## src/rtl/parking_pkg.sv

```systemverilog
// Shared types and defaults for the parking gate arbiter.
package parking_pkg;

  typedef enum logic [1:0] {
    IDLE       = 2'd0,
    CHECK      = 2'd1,
    ENTRY_OPEN = 2'd2,
    EXIT_OPEN  = 2'd3
  } state_e;

  localparam int OCC_W             = 8;
  localparam int STAT_W            = 16;
  localparam int DEF_CAPACITY      = 8;
  localparam int DEF_OPEN_CYCLES   = 16;
  localparam int DEF_CHECK_TIMEOUT = 32;

  function automatic int max2(input int a, input int b);
    return (a > b) ? a : b;
  endfunction

endpackage

```

## src/rtl/parking_gate_arbiter_rr_arbiter.sv

```systemverilog
// Round-robin arbiter: one-hot grant to the first request at or after the
// pointer; adv moves the pointer just past the current winner.
module rr_arbiter #(
  parameter int N = 2
) (
  input  logic         clk,
  input  logic         reset_n,
  input  logic [N-1:0] req,
  input  logic         adv,
  output logic [N-1:0] grant
);

  localparam int PW = (N > 1) ? $clog2(N) : 1;

  logic [PW-1:0]  ptr_q, ptr_d;
  logic [2*N-1:0] rot_dbl, oh_dbl;
  logic [N-1:0]   rot, oh;
  logic           found;
  int             nxt;

  always_comb begin
    rot_dbl = {req, req} >> ptr_q;
    rot     = rot_dbl[N-1:0];
    oh      = '0;
    found   = 1'b0;
    nxt     = 0;
    for (int k = 0; k < N; k++) begin
      if (!found && rot[k]) begin
        found = 1'b1;
        oh[k] = 1'b1;
        nxt   = int'(ptr_q) + k + 1;
      end
    end
    if (nxt >= N) nxt = nxt - N;
    // Rotate the offset one-hot back into absolute lane positions.
    oh_dbl = {oh, oh} << ptr_q;
    grant  = oh_dbl[2*N-1:N];
    ptr_d  = (adv && found) ? PW'(nxt) : ptr_q;
  end

  always_ff @(posedge clk or negedge reset_n) begin
    if (!reset_n) ptr_q <= '0;
    else          ptr_q <= ptr_d;
  end

endmodule

```

## src/rtl/parking_gate_arbiter.sv

```systemverilog
// Barrier/password-checker arbiter for a parking lot with occupancy tracking.
// Optional statistics counters are enabled by defining PARKING_STATS_EN.
module parking_gate_arbiter
  import parking_pkg::*;
#(
  parameter int NUM_ENTRY     = 2,
  parameter int NUM_EXIT      = 2,
  parameter int CAPACITY      = DEF_CAPACITY,
  parameter int OPEN_CYCLES   = DEF_OPEN_CYCLES,
  parameter int CHECK_TIMEOUT = DEF_CHECK_TIMEOUT
) (
  input  logic                 clk,
  input  logic                 reset_n,
  input  logic [NUM_ENTRY-1:0] entry_req,
  input  logic [NUM_EXIT-1:0]  exit_req,
  input  logic                 pass_ok,
  input  logic                 pass_bad,
  output logic [NUM_ENTRY-1:0] entry_grant,
  output logic [NUM_EXIT-1:0]  exit_grant,
  output logic                 check_en,
  output logic                 barrier_open,
  output logic                 deny,
  output logic [OCC_W-1:0]     occupancy,
  output logic                 full,
  output logic                 empty,
  output logic                 underflow_err,
  output logic [STAT_W-1:0]    stat_entries,
  output logic [STAT_W-1:0]    stat_denied
);

  localparam int CNT_W = $clog2(max2(OPEN_CYCLES, CHECK_TIMEOUT) + 1);

  state_e               state_q, state_d;
  logic [CNT_W-1:0]     cnt_q, cnt_d;
  logic [NUM_ENTRY-1:0] eg_q, eg_d, ent_arb_req, ent_gnt;
  logic [NUM_EXIT-1:0]  xg_q, xg_d, ext_arb_req, ext_gnt;
  logic [OCC_W-1:0]     occ_q, occ_d;
  logic                 uf_q, uf_d, deny_q, deny_d, chk_q, bar_q;
  logic                 ent_adv, ext_adv;

  // While a lane owns the gate the arbiter only sees that lane, so the
  // pointer advances past the true winner even if its request was dropped.
  assign ent_arb_req = (state_q == IDLE) ? entry_req : eg_q;
  assign ext_arb_req = (state_q == IDLE) ? exit_req  : xg_q;

  rr_arbiter #(.N(NUM_ENTRY)) u_entry_arb (
    .clk(clk), .reset_n(reset_n), .req(ent_arb_req), .adv(ent_adv), .grant(ent_gnt)
  );

  rr_arbiter #(.N(NUM_EXIT)) u_exit_arb (
    .clk(clk), .reset_n(reset_n), .req(ext_arb_req), .adv(ext_adv), .grant(ext_gnt)
  );

  assign full  = (occ_q == OCC_W'(CAPACITY));
  assign empty = (occ_q == '0);

  always_comb begin
    state_d = state_q;
    cnt_d   = cnt_q;
    eg_d    = eg_q;
    xg_d    = xg_q;
    occ_d   = occ_q;
    uf_d    = uf_q;
    deny_d  = 1'b0;
    ent_adv = 1'b0;
    ext_adv = 1'b0;
    unique case (state_q)
      IDLE: begin
        cnt_d = '0;
        eg_d  = '0;
        xg_d  = '0;
        if (|exit_req) begin
          state_d = EXIT_OPEN;
          xg_d    = ext_gnt;
        end else if (|entry_req && !full) begin
          state_d = CHECK;
          eg_d    = ent_gnt;
        end
      end
      CHECK: begin
        cnt_d = cnt_q + 1'b1;
        if (pass_bad || (!pass_ok && cnt_q == CNT_W'(CHECK_TIMEOUT - 1))) begin
          state_d = IDLE;
          cnt_d   = '0;
          eg_d    = '0;
          deny_d  = 1'b1;
          ent_adv = 1'b1;
        end else if (pass_ok) begin
          state_d = ENTRY_OPEN;
          cnt_d   = '0;
        end
      end
      ENTRY_OPEN: begin
        cnt_d = cnt_q + 1'b1;
        if (cnt_q == CNT_W'(OPEN_CYCLES - 1)) begin
          state_d = IDLE;
          cnt_d   = '0;
          eg_d    = '0;
          ent_adv = 1'b1;
          if (!full) occ_d = occ_q + 1'b1;
        end
      end
      EXIT_OPEN: begin
        cnt_d = cnt_q + 1'b1;
        if (cnt_q == CNT_W'(OPEN_CYCLES - 1)) begin
          state_d = IDLE;
          cnt_d   = '0;
          xg_d    = '0;
          ext_adv = 1'b1;
          if (empty) uf_d  = 1'b1;
          else       occ_d = occ_q - 1'b1;
        end
      end
      default: state_d = IDLE;
    endcase
  end

  always_ff @(posedge clk or negedge reset_n) begin
    if (!reset_n) begin
      state_q <= IDLE;
      cnt_q   <= '0;
      eg_q    <= '0;
      xg_q    <= '0;
      occ_q   <= '0;
      uf_q    <= 1'b0;
      deny_q  <= 1'b0;
      chk_q   <= 1'b0;
      bar_q   <= 1'b0;
    end else begin
      state_q <= state_d;
      cnt_q   <= cnt_d;
      eg_q    <= eg_d;
      xg_q    <= xg_d;
      occ_q   <= occ_d;
      uf_q    <= uf_d;
      deny_q  <= deny_d;
      chk_q   <= (state_d == CHECK);
      bar_q   <= (state_d == ENTRY_OPEN) || (state_d == EXIT_OPEN);
    end
  end

  assign entry_grant   = eg_q;
  assign exit_grant    = xg_q;
  assign check_en      = chk_q;
  assign barrier_open  = bar_q;
  assign deny          = deny_q;
  assign occupancy     = occ_q;
  assign underflow_err = uf_q;

`ifdef PARKING_STATS_EN
  logic [STAT_W-1:0] st_ent_q, st_den_q;
  logic              entry_done;

  assign entry_done = (state_q == ENTRY_OPEN) && (state_d == IDLE);

  always_ff @(posedge clk or negedge reset_n) begin
    if (!reset_n) begin
      st_ent_q <= '0;
      st_den_q <= '0;
    end else begin
      if (entry_done && (st_ent_q != '1)) st_ent_q <= st_ent_q + 1'b1;
      if (deny_d && (st_den_q != '1))     st_den_q <= st_den_q + 1'b1;
    end
  end

  assign stat_entries = st_ent_q;
  assign stat_denied  = st_den_q;
`else
  assign stat_entries = '0;
  assign stat_denied  = '0;
`endif

endmodule

```

## config.mk

```make
export PLATFORM = sky130hd
export DESIGN_NAME = parking_gate_arbiter
export DESIGN_NICKNAME = d
export VERILOG_FILES = /design/src/rtl/parking_pkg.sv /design/src/rtl/parking_gate_arbiter_rr_arbiter.sv /design/src/rtl/parking_gate_arbiter.sv
export SDC_FILE = /design/constraint.sdc
export NUM_CORES = 1
export LEC_CHECK = 0
export ABC_CLOCK_PERIOD_IN_PS = 2900
export CAP_MARGIN = 20
export CORE_ASPECT_RATIO = 0.9
export CORE_UTILIZATION = 47
export CTS_BUF_LIST = sky130_fd_sc_hd__clkbuf_16
export DETAILED_ROUTE_END_ITERATION = 8
export PLACE_DENSITY = 0.81
export SYNTH_ARGS = -nofsm -noshare
export SYNTH_HDL_FRONTEND = slang
export SYNTH_SLANG_ARGS = --single-unit
```

## constraint.sdc

```tcl
create_clock -name clk -period 2.9 [get_ports clk]
set_input_delay 0.435 -clock clk [delete_from_list [all_inputs] [get_ports clk]]
set_output_delay 0.435 -clock clk [all_outputs]
set_load 0.1 [all_outputs]
```

Word-level counts from Yosys, hierarchy flattened
Index checks and enable logic that the tools add are counted.
{"block": "classes", "bitwise_logic": 0, "mul": 0, "n_eq_ne": 14, "div": 0, "reduce_logical": 24, "order_cmp": 2, "muxes": 41, "n_shift": 4, "add_sub_neg": 9}
{"operator": "$mux W32", "count": 4}
{"operator": "$add A32 B2 Y32 const B", "count": 2}
{"operator": "$ge A32 B3 Y1 const B", "count": 2}
{"operator": "$mux W8", "count": 4}
{"operator": "$mux W2", "count": 12}
{"operator": "$mux W6", "count": 3}
{"operator": "$pmux W6 S3", "count": 1}
{"operator": "$pmux W8 S2", "count": 1}
{"operator": "$mux W1", "count": 12}
{"operator": "$pmux W2 S3", "count": 2}
{"operator": "$ne A2 B2 Y1 const B", "count": 5}
{"operator": "$add A8 B1 Y8 const B", "count": 1}
{"operator": "$eq A2 B2 Y1 const B", "count": 4}
{"operator": "$eq A8 B4 Y1 const B", "count": 1}
{"operator": "$logic_not A8 Y1", "count": 1}
{"operator": "$shl A4 B1 Y4", "count": 2}
{"operator": "$shr A4 B1 Y2", "count": 2}
{"operator": "$sub A8 B1 Y8 const B", "count": 1}
{"operator": "$add A6 B1 Y6 const B", "count": 1}
{"operator": "$eq A6 B4 Y1 const B", "count": 1}
{"operator": "$eq A6 B5 Y1 const B", "count": 1}
{"operator": "$logic_and A1 B1 Y1", "count": 6}
{"operator": "$reduce_and A3 Y1", "count": 2}
{"operator": "$reduce_or A2 Y1", "count": 3}
{"operator": "other kinds (12)", "count": 20}
{"block": "totals", "word_cells": 105, "mem_bits_ro": 0, "inputBits": 8, "ram_bits": 0, "mem_count": 0, "latch_bits": 0, "register_bits": 26, "out_inout_bits": 50}

Longest topological paths before layout
Gate-level depths: netlist of run 1.
{"block": "logic_depth", "depth_word": 11, "ltp_mapped": 8, "mapped_depth_nobuf": 7}

Cells and area by module
Synthesis of run 1 repeated with hierarchy kept, for this count alone.
{"block": "unflattened", "hier_cells": 201, "hier_area_um2": 1874.3}
{"mod": "parking_gate_arbiter", "cells_per_inst": 189, "n_inst": 1, "area_per_inst_um2": 1764.2, "seq_area_each_um2": 575.6}
{"mod": "rr_arbiter", "cells_per_inst": 6, "n_inst": 2, "area_per_inst_um2": 55.1, "seq_area_each_um2": 25.0}

Least setup slack after synthesis of run 1
No wires, ideal clock.
{"block": "synth_timing", "path_kind": "flip-flop to flip-flop", "start": "reg state_q[1]", "end": "reg occ_q[6] (netlist: occupancy[6])", "synth_period_minus_slack_ns": 2.789, "required_time_ns": 2.831, "setup_slack_ns": 0.111, "path_buffers": 0, "setup_time_ns": 0.069, "arrival_ns": 2.720, "stages_incl_launch_ff": 8, "cell_sequence": "dfrtp_1 > ha_1 > fa_1 > a21o_1 > a21oi_1 > or4b_2 > o2111ai_1 > mux2_2"}
{"block": "synth_between", "elab_chain_len": 3, "elab_cells_between_ends": 9, "cone_classes": "eq/ne: 6; mux: 1; reduce/logical: 2"}
{"element": "start, declared", "line_no": "parking_gate_arbiter.sv:33", "source": "state_e state_q, state_d;"}
{"element": "start signal, assigned", "line_no": "parking_gate_arbiter.sv:130", "source": "state_q <= state_d;"}
{"element": "$eq A2 B2 Y1", "line_no": "parking_gate_arbiter.sv:67", "source": "unique case (state_q)"}
{"element": "$ne A2 B2 Y1 (no line) or $reduce_bool A2 Y1 (tied branches)"}
{"element": "$reduce_and A5 Y1 (no line)"}
{"element": "end signal, assigned", "line_no": "parking_gate_arbiter.sv:124", "source": "occ_q <= '0;"}
{"element": "end signal, assigned", "line_no": "parking_gate_arbiter.sv:134", "source": "occ_q <= occ_d;"}
{"element": "end, declared", "line_no": "parking_gate_arbiter.sv:37", "source": "logic [OCC_W-1:0] occ_q, occ_d;"}
Parallel ways exist; a longest one is shown, timed or not.
A chain may end at the register's enable or synchronous reset.

Worst setup path after layout of run 1
{"block": "layout_timing", "start": "reg state_q[1]", "end": "reg occ_q[7] (netlist: occupancy[7])"}
Same word-level chain as after synthesis.

==> impl_results.md, run 1 <==
* Critical path class: reg -> reg
* CTS max path bufs at 2
* Clock power frac at 16.5%
* Worst Hold Endpoint: cnt_q[0]$_DFF_PN0_
* Via density at 5.25
* Static Leak at 0.00108 uW
* Initial antenna violation count at 0
* Crit path DAT at 2500 ps
* Final cell count without fillers at 268
* Hold Path Stages at 1
* CP max FO at 13
* Post-synthesis sequential area ratio at 33.8%
* Synth Area per Inst at 9.55 um2
* Global-route wire length before repair at 5390 um
* Power Total at 1820 uW
* Startpoint types: flip-flop
* Worst Setup End Kind: flip-flop
* Buffers added on ports at 25
* # rows at 21
* Synth Flop Type: dfrtp_1
* CTS tree: done
* Iteration-0 DRC Markers at 116
* Status: complete, no violations
* Relative slew margins at 63.1%
* Ant diodes at 0
* Final Cycle Share at around four fifths
* GRT Total Usage at 17.4%
* Async S/R FF share, synth at 100%
* FF-to-FF Start: state_q[1]$_DFF_PN0_
* YS warnings at 0
* TritonCTS buffer count at 3
* Leading cell type in the layout, fill and taps excluded: conb_1
* Clk_skew at 4.19 ps
* Routed WL at 3370 um
* Final hold vios at 0
* P&R area growth vs syn at 12.4%
* Achievable frequency at ~430 MHz
* Detail Placement HPWL at 2560 um
* Die H at 61.6 um
* DRC at 0
* Grt total ovfl at 0
* R2R Path End: occupancy[7]$_DFFE_PN0P_
* Hold Path Origin: cnt_q[0]$_DFF_PN0_
* RD Place Congestion at ~0.9
* Hold-fix buffers at CTS at 0
* DIE WIDTH at 68.2 um
* Cells after synthesis at a little under 200
* Antenna Violating Nets Remaining at 0
* Setup_tns at 0 ps
* Slew @ Worst Pin at 548 ps
* Root buffer cell: clkbuf_16
* Peak VDD IR at 0.564 mV
* Comb power frac at 58.2%
* H-tree depth at 1
* Num Clock Sinks at 25
* Average wire per cell in the routed design at about 13 um
* Slack of the critical path at 582 ps
* Max Cap Violations at 0
* Register-to-Register Path Depth at 8
* 1st-pass router iterations at 4
* Leading cell types in the layout, fill and taps excluded: conb_1, dfrtp_1, buf_4, nor2_1, ha_1
* Final setup viols at 0
* Worst R2R Setup Slack at 580 ps
* Switching power at 936 uW
* Post-synth cell types at between 40 and 50
* Share of layout cells above drive strength 1 at a little under a fifth
* CTS resizes at 0
* Core footprint at 3760 um2
* Clk slew on worst S/H paths at around 60 ps
* Post-CTS setup buffer count at 0
* Clock latency on the worst-skew pair at around 260 ps
* WP data required at 3090 ps
* Post-synthesis cell area at between 1500 and 2000 um2
* Cell internal pwr at between 800 and 900 uW
* EDFF count, synth at 0
* Switching part of the total power at 51.4%
* DR vias at 1,408
* PD cells at between 800 and 900 nW/um2
* Largest net degree at the start of global routing at 26
* Initial Util at about half
* Die ar. at 4200 um2
* Fin crit period at 2320 ps
* Tightest Hold Check Type: reg -> reg
* DP Worst Slack at 573 ps
* Cells after DPL at 264
* Flop and latch count out of synthesis at 25
* Final Max Tran Viols at 0
* Unrepaired setup endpoints after global routing: no
* Vias in the first global route at 1,202
* Flop pwr share at about a quarter
* Layout net count at 243
* IO Pins at 58
[final cells by class]
| class | count | area (um2) |
|---|---|---|
| inverter | 9 | 33.8 |
| clock buffer | 3 | 75.1 |
| sequential | 25 | 626 |
| timing repair buffer | 28 | 228 |
| fill | 341 | 1680 |
| tap | 46 | 57.6 |
| multi-input combinational | 156 | 1060 |
| clock inverter | 1 | 5.00 |
[state kept, by name (all words and copies together), names as in the netlist]
register / cells
occupancy: 8
cnt_q: 6
entry_grant: 2
exit_grant: 2
state_q: 2
check_en: 1
deny: 1
u_entry_arb.ptr_q: 1
u_exit_arb.ptr_q: 1
underflow_err: 1
[layer usage]
| metal | wire length, um | part of all wire, % | track usage (%) |
|---|---|---|---|
| met5 | 0 | 0 | 0 |
| met4 | 31 | 0.92 | 3.57 |
| met3 | 280 | 8.3 | 6.48 |
| met2 | 1430 | 43 | 27.0 |
| met1 | 1620 | 48 | 23.3 |
[cell usage after synthesis, types with 2 or more instances]
master    instances  area [um2]
a21boi_0          2        15.0
a21o_1            2        15.0
a21oi_1           9        45.0
a31o_2            2        17.5
a31oi_1           3        18.8
and3_1            3        18.8
buf_4            32         240
clkbuf_1          2        7.51
dfrtp_1          25         626
ha_1             11         138
inv_1             9        33.8
mux2_2            7        78.8
mux2i_1           2        20.0
nand2_1           6        22.5
nand3_1           5        25.0
nand3b_1          2        15.0
nand4b_1          2        17.5
nor2_1           15        56.3
nor2b_1           2        12.5
nor3_1            4        20.0
o211a_1           2        20.0
o211ai_1          2        15.0
o21a_1            2        15.0
o21ai_0           9        45.0
o31ai_1           3        22.5
xnor2_1           6        52.6
xor2_1            4        35.0
[kinds of logic (layout without fill, tap and decap cells)]
| logic type | count (synthesis) | after routing | share of synthesized area (%) |
|---|---|---|---|
| AND/OR/NAND/NOR | 49 | 49 | 15.3 |
| AO/OA/AOI/OAI | 44 | 44 | 16.7 |
| buffers and inverters | 44 | 41 | 15.5 |
| flip-flops | 25 | 25 | 33.8 |
| adder cells (fa/ha/maj) | 12 | 12 | 8.51 |
| XOR/XNOR | 10 | 10 | 4.73 |
| multiplexers | 9 | 9 | 5.34 |
| other | 1 | 32 | 0.203 |
[critical path: stages (launching register included)]
cell,delay [ps]
dfrtp_1,420
ha_1,330
buf_4,250
ha_1,250
a21oi_1,200
o22ai_1,130
o21ai_0,260
mux2i_1,250
xor2_1,150
[per-stage QoR]
step	cell area [um2]	hold WS [ps]	util (%)
final	2080	449	55.4
after global routing	2080	466	55.4
after CTS	2080	455	55.4
after detailed placement	2000	446	53.2
after global placement	2000	442	53.2
after floorplan	1970	139	-
[power by group through the flow]
stage	Clock, uW	Combinational, uW	Sequential, uW
2_1_floorplan	0	670	684
3_3_place_gp	0	1040	461
3_5_place_dp	0	1050	464
4_1_cts	313	1060	460
5_1_grt	329	1130	467
6_report	301	1060	459
[how the worst max path moves through the flow]
stage / start / to / slack (ps) / cells past startpoint
finish: state_q[1]$_DFF_PN0_ / occupancy[7]$_DFFE_PN0P_ / 580 / 8
global route: state_q[1]$_DFF_PN0_ / occupancy[7]$_DFFE_PN0P_ / 410 / 8
CTS: state_q[1]$_DFF_PN0_ / occupancy[7]$_DFFE_PN0P_ / 560 / 8
detailed placement: state_q[1]$_DFF_PN0_ / occupancy[7]$_DFFE_PN0P_ / 570 / 8
global placement: state_q[1]$_DFF_PN0_ / occupancy[6]$_DFFE_PN0P_ / 700 / 7
floorplan: state_q[1]$_DFF_PN0_ / occupancy[6]$_DFFE_PN0P_ / 110 / 7
Power figures use the tool's default switching activity.
==> inputs of run 2 (changes only) <==
--- a/config.mk
+++ b/config.mk
@@ -5,7 +5,7 @@
 export SDC_FILE = /design/constraint.sdc
 export NUM_CORES = 1
 export LEC_CHECK = 0
-export ABC_CLOCK_PERIOD_IN_PS = 2900
+export ABC_CLOCK_PERIOD_IN_PS = 2300
 export CAP_MARGIN = 20
 export CORE_ASPECT_RATIO = 0.9
 export CORE_UTILIZATION = 47
==> constraint.sdc (replaced) <==
create_clock -name clk -period 2.3 [get_ports clk]
set_input_delay 0.345 -clock clk [delete_from_list [all_inputs] [get_ports clk]]
set_output_delay 0.345 -clock clk [all_outputs]
set_load 0.1 [all_outputs]
==> run 2 against run 1 <==
Net effect: first-iteration DRC count fell by 28%; routed wire length rose by 3.3%; setup slack got worse by 450 ps; count of clock-buffer cells in the layout did not move; critical endpoint is now empty; critical path type is now reg -> out; largest power group unchanged; die area did not move; largest cell class unchanged; flip-flop and latch count did not move; register-to-register slack got worse by 410 ps; combinational power rose by 31%.
==> impl_results.md, run 2 (same netlist as run 1, synthesis figures left out) <==
* Leading cell types in the layout, fill and taps excluded: conb_1, buf_4, dfrtp_1, nor2_1 (was conb_1, dfrtp_1, buf_4, nor2_1, ha_1)
* Max FFs per register at 8 (unchanged)
* Clk slew on worst S/H paths at 60 ps (about the same)
* Share of layout cells above drive strength 1 at 24.7% (was 18.0%)
* Num Clock Sinks at 25 (unchanged)
* Static Leak at 0.00110 uW (was 0.00108 uW)
* Largest net degree at the start of global routing at 15 (was 26)
* Initial Util at 49.3% (unchanged)
* Detail Placement HPWL at 2620 um (was 2560 um)
* Global-route wire length before repair at 5720 um (was 5390 um)
* Final Max Tran Viols at 0 (unchanged)
* Root buffer cell: clkbuf_16 (unchanged)
* Final hold vios at 0 (unchanged)
* Achievable frequency at 462 MHz
* Buffers added on ports at 25 (unchanged)
* Routed WL at 3480 um (was 3370 um)
* Max Cap Violations at 0 (unchanged)
* Iteration-0 DRC Markers at 84 (was 116)
* Die H at 61.6 um (unchanged)
* Cell internal pwr at 1170 uW (was 883 uW)
* DR vias at 1,403 (was 1,408)
* Vias in the first global route at 1,247 (was 1,202)
* Unrepaired setup endpoints after global routing: no (unchanged)
* DRC at 0 (unchanged)
* Hold Path Origin: cnt_q[0]$_DFF_PN0_ (unchanged)
* Worst path bufs/invs at 1 (unchanged)
* Clock power frac at 16.6% (was 16.5%)
* CP peak stage delay at 490 ps (was 420 ps)
* Clk_skew at 2.51 ps (was 4.19 ps)
* P&R area growth vs syn at 17.8% (was 12.4%)
* # rows at 21 (unchanged)
* Setup_tns at 0 ps (unchanged)
* CTS tree: done (unchanged)
* PD cells at 1090 nW/um2 (was 874 nW/um2)
* Cell family with most CP delay: simple AND/OR/NAND/NOR gates (was compound AO/OA/AOI/OAI gates)
* IO Pins at 58 (unchanged)
* Ant diodes at 0 (unchanged)
* Layout net count at 248 (was 243)
* Post-CTS setup buffer count at 0 (unchanged)
* Slew @ Worst Pin at 625 ps (was 548 ps)
* CTS resizes at 0 (unchanged)
* Fin crit period at 2160 ps
* Worst R2R Setup Slack at 170 ps (was 580 ps)
* Relative slew margins at 58.2% (was 63.1%)
* Antenna Violating Nets Remaining at 0 (unchanged)
* RD Place Congestion at 0.842 (was 0.906)
* CP cell instances: nor4_1, and3b_1, buf_12 (was ha_1, buf_4, ha_1, a21oi_1, o22ai_1, o21ai_0, mux2i_1, xor2_1)
* CTS max path bufs at 2 (unchanged)
* Core footprint at 3760 um2 (unchanged)
* Switching part of the total power at 50.8% (was 51.4%)
* Tightest Hold Check Type: reg -> reg (unchanged)
* R2R Path End: occupancy[6]$_DFFE_PN0P_ (was occupancy[7]$_DFFE_PN0P_)
* Clock latency on the worst-skew pair at 260 ps (about the same)
* Power Total at 2380 uW (was 1820 uW)
* FF-to-FF Start: state_q[1]$_DFF_PN0_ (unchanged)
* CP max FO at 4 (was 13)
* WP data required at 1960 ps (was 3090 ps)
* Via density at 5.14 (was 5.25)
* Initial antenna violation count at 0 (unchanged)
* 1st-pass router iterations at 4 (unchanged)
* Crit path DAT at 1820 ps (was 2500 ps)
* TritonCTS buffer count at 3 (unchanged)
* Startpoint types: flip-flop (unchanged)
* Leading cell type in the layout, fill and taps excluded: conb_1 (unchanged)
* Average wire per cell in the routed design at 12.7 um (was 12.6 um)
* Hold-fix buffers at CTS at 0 (unchanged)
* Flop pwr share at 24.9% (was 25.2%)
* Final Cycle Share at 94.1%
* Critical path class: reg -> out (was reg -> reg)
* H-tree depth at 1 (unchanged)
* Status: complete, no violations (unchanged)
* Crit path max-delay cell type: nor4_1 (was dfrtp_1)
* DIE WIDTH at 68.2 um (unchanged)
* Hold Path Stages at 1 (unchanged)
* Comb power frac at 58.5% (was 58.2%)
* Peak VDD IR at 0.696 mV (was 0.564 mV)
* Worst Hold Endpoint: cnt_q[0]$_DFF_PN0_ (unchanged)
* Worst Setup End Kind: primary output (was flip-flop)
* Grt total ovfl at 0 (unchanged)
* Register-to-Register Path Depth at 7 (was 8)
* GRT Total Usage at 18.7% (was 17.4%)
* Final setup viols at 0 (unchanged)
* Die ar. at 4200 um2 (unchanged)
* Switching power at 1210 uW (was 936 uW)
[run 2: cell types whose count changed in the layout (fill, tap and decap cells not counted), sizes merged]
cell  before  now
buf       21   26
[run 2: power groups by stage]
stage | combinational [uW] | sequential (uW) | clock [uW]
floorplan | 865 | 878 | 0
global placement | 1370 | 598 | 0
CTS | 1390 | 593 | 402
detailed placement | 1380 | 600 | 0
global route | 1500 | 605 | 418
finish | 1390 | 593 | 395
[run 2: metrics by stage]
step | std cells | utilization (%) | hold WS [ps] | area [um2] | setup slack, ps
finish | 273 | 58.1 | 452 | 2180 | 135
floorplan | 225 | - | 49.4 | 2010 | 15.9
global route | 273 | 58.1 | 478 | 2180 | 50.8
detailed placement | 269 | 55.9 | 447 | 2100 | 195
global placement | 269 | 55.9 | 443 | 2100 | 218
CTS | 273 | 58.1 | 455 | 2180 | 143
[run 2: how the worst max path moves through the flow]
| stage | depth (start not counted) | endpoint | slack, ps | startpoint |
|---|---|---|---|---|
| floorplan | 2 | full | 20 | occupancy[5]$_DFFE_PN0P_ |
| global placement | 7 | occupancy[6]$_DFFE_PN0P_ | 220 | state_q[1]$_DFF_PN0_ |
| detailed placement | 7 | occupancy[6]$_DFFE_PN0P_ | 190 | state_q[1]$_DFF_PN0_ |
| CTS | 3 | empty | 140 | occupancy[5]$_DFFE_PN0P_ |
| global route | 3 | empty | 50 | occupancy[5]$_DFFE_PN0P_ |
| finish | 3 | empty | 140 | occupancy[5]$_DFFE_PN0P_ |
[run 2: metal layers]
layer | GRT usage [%] | part of all wire, %
met4 | 8.63 | 1.9
met1 | 26.5 | 50
met5 | 0 | 0
met3 | 3.70 | 5.7
met2 | 27.5 | 42
[run 2: cell type report]
class                           count  area (um2)
Sequential cell                    25         639
Clock inverter                      1        5.00
Timing Repair Buffer               33         290
Clock buffer                        3        75.1
Multi-Input combinational cell    156        1080
Tap cell                           46        57.6
Fill cell                         349        1580
Inverter                            9        33.8
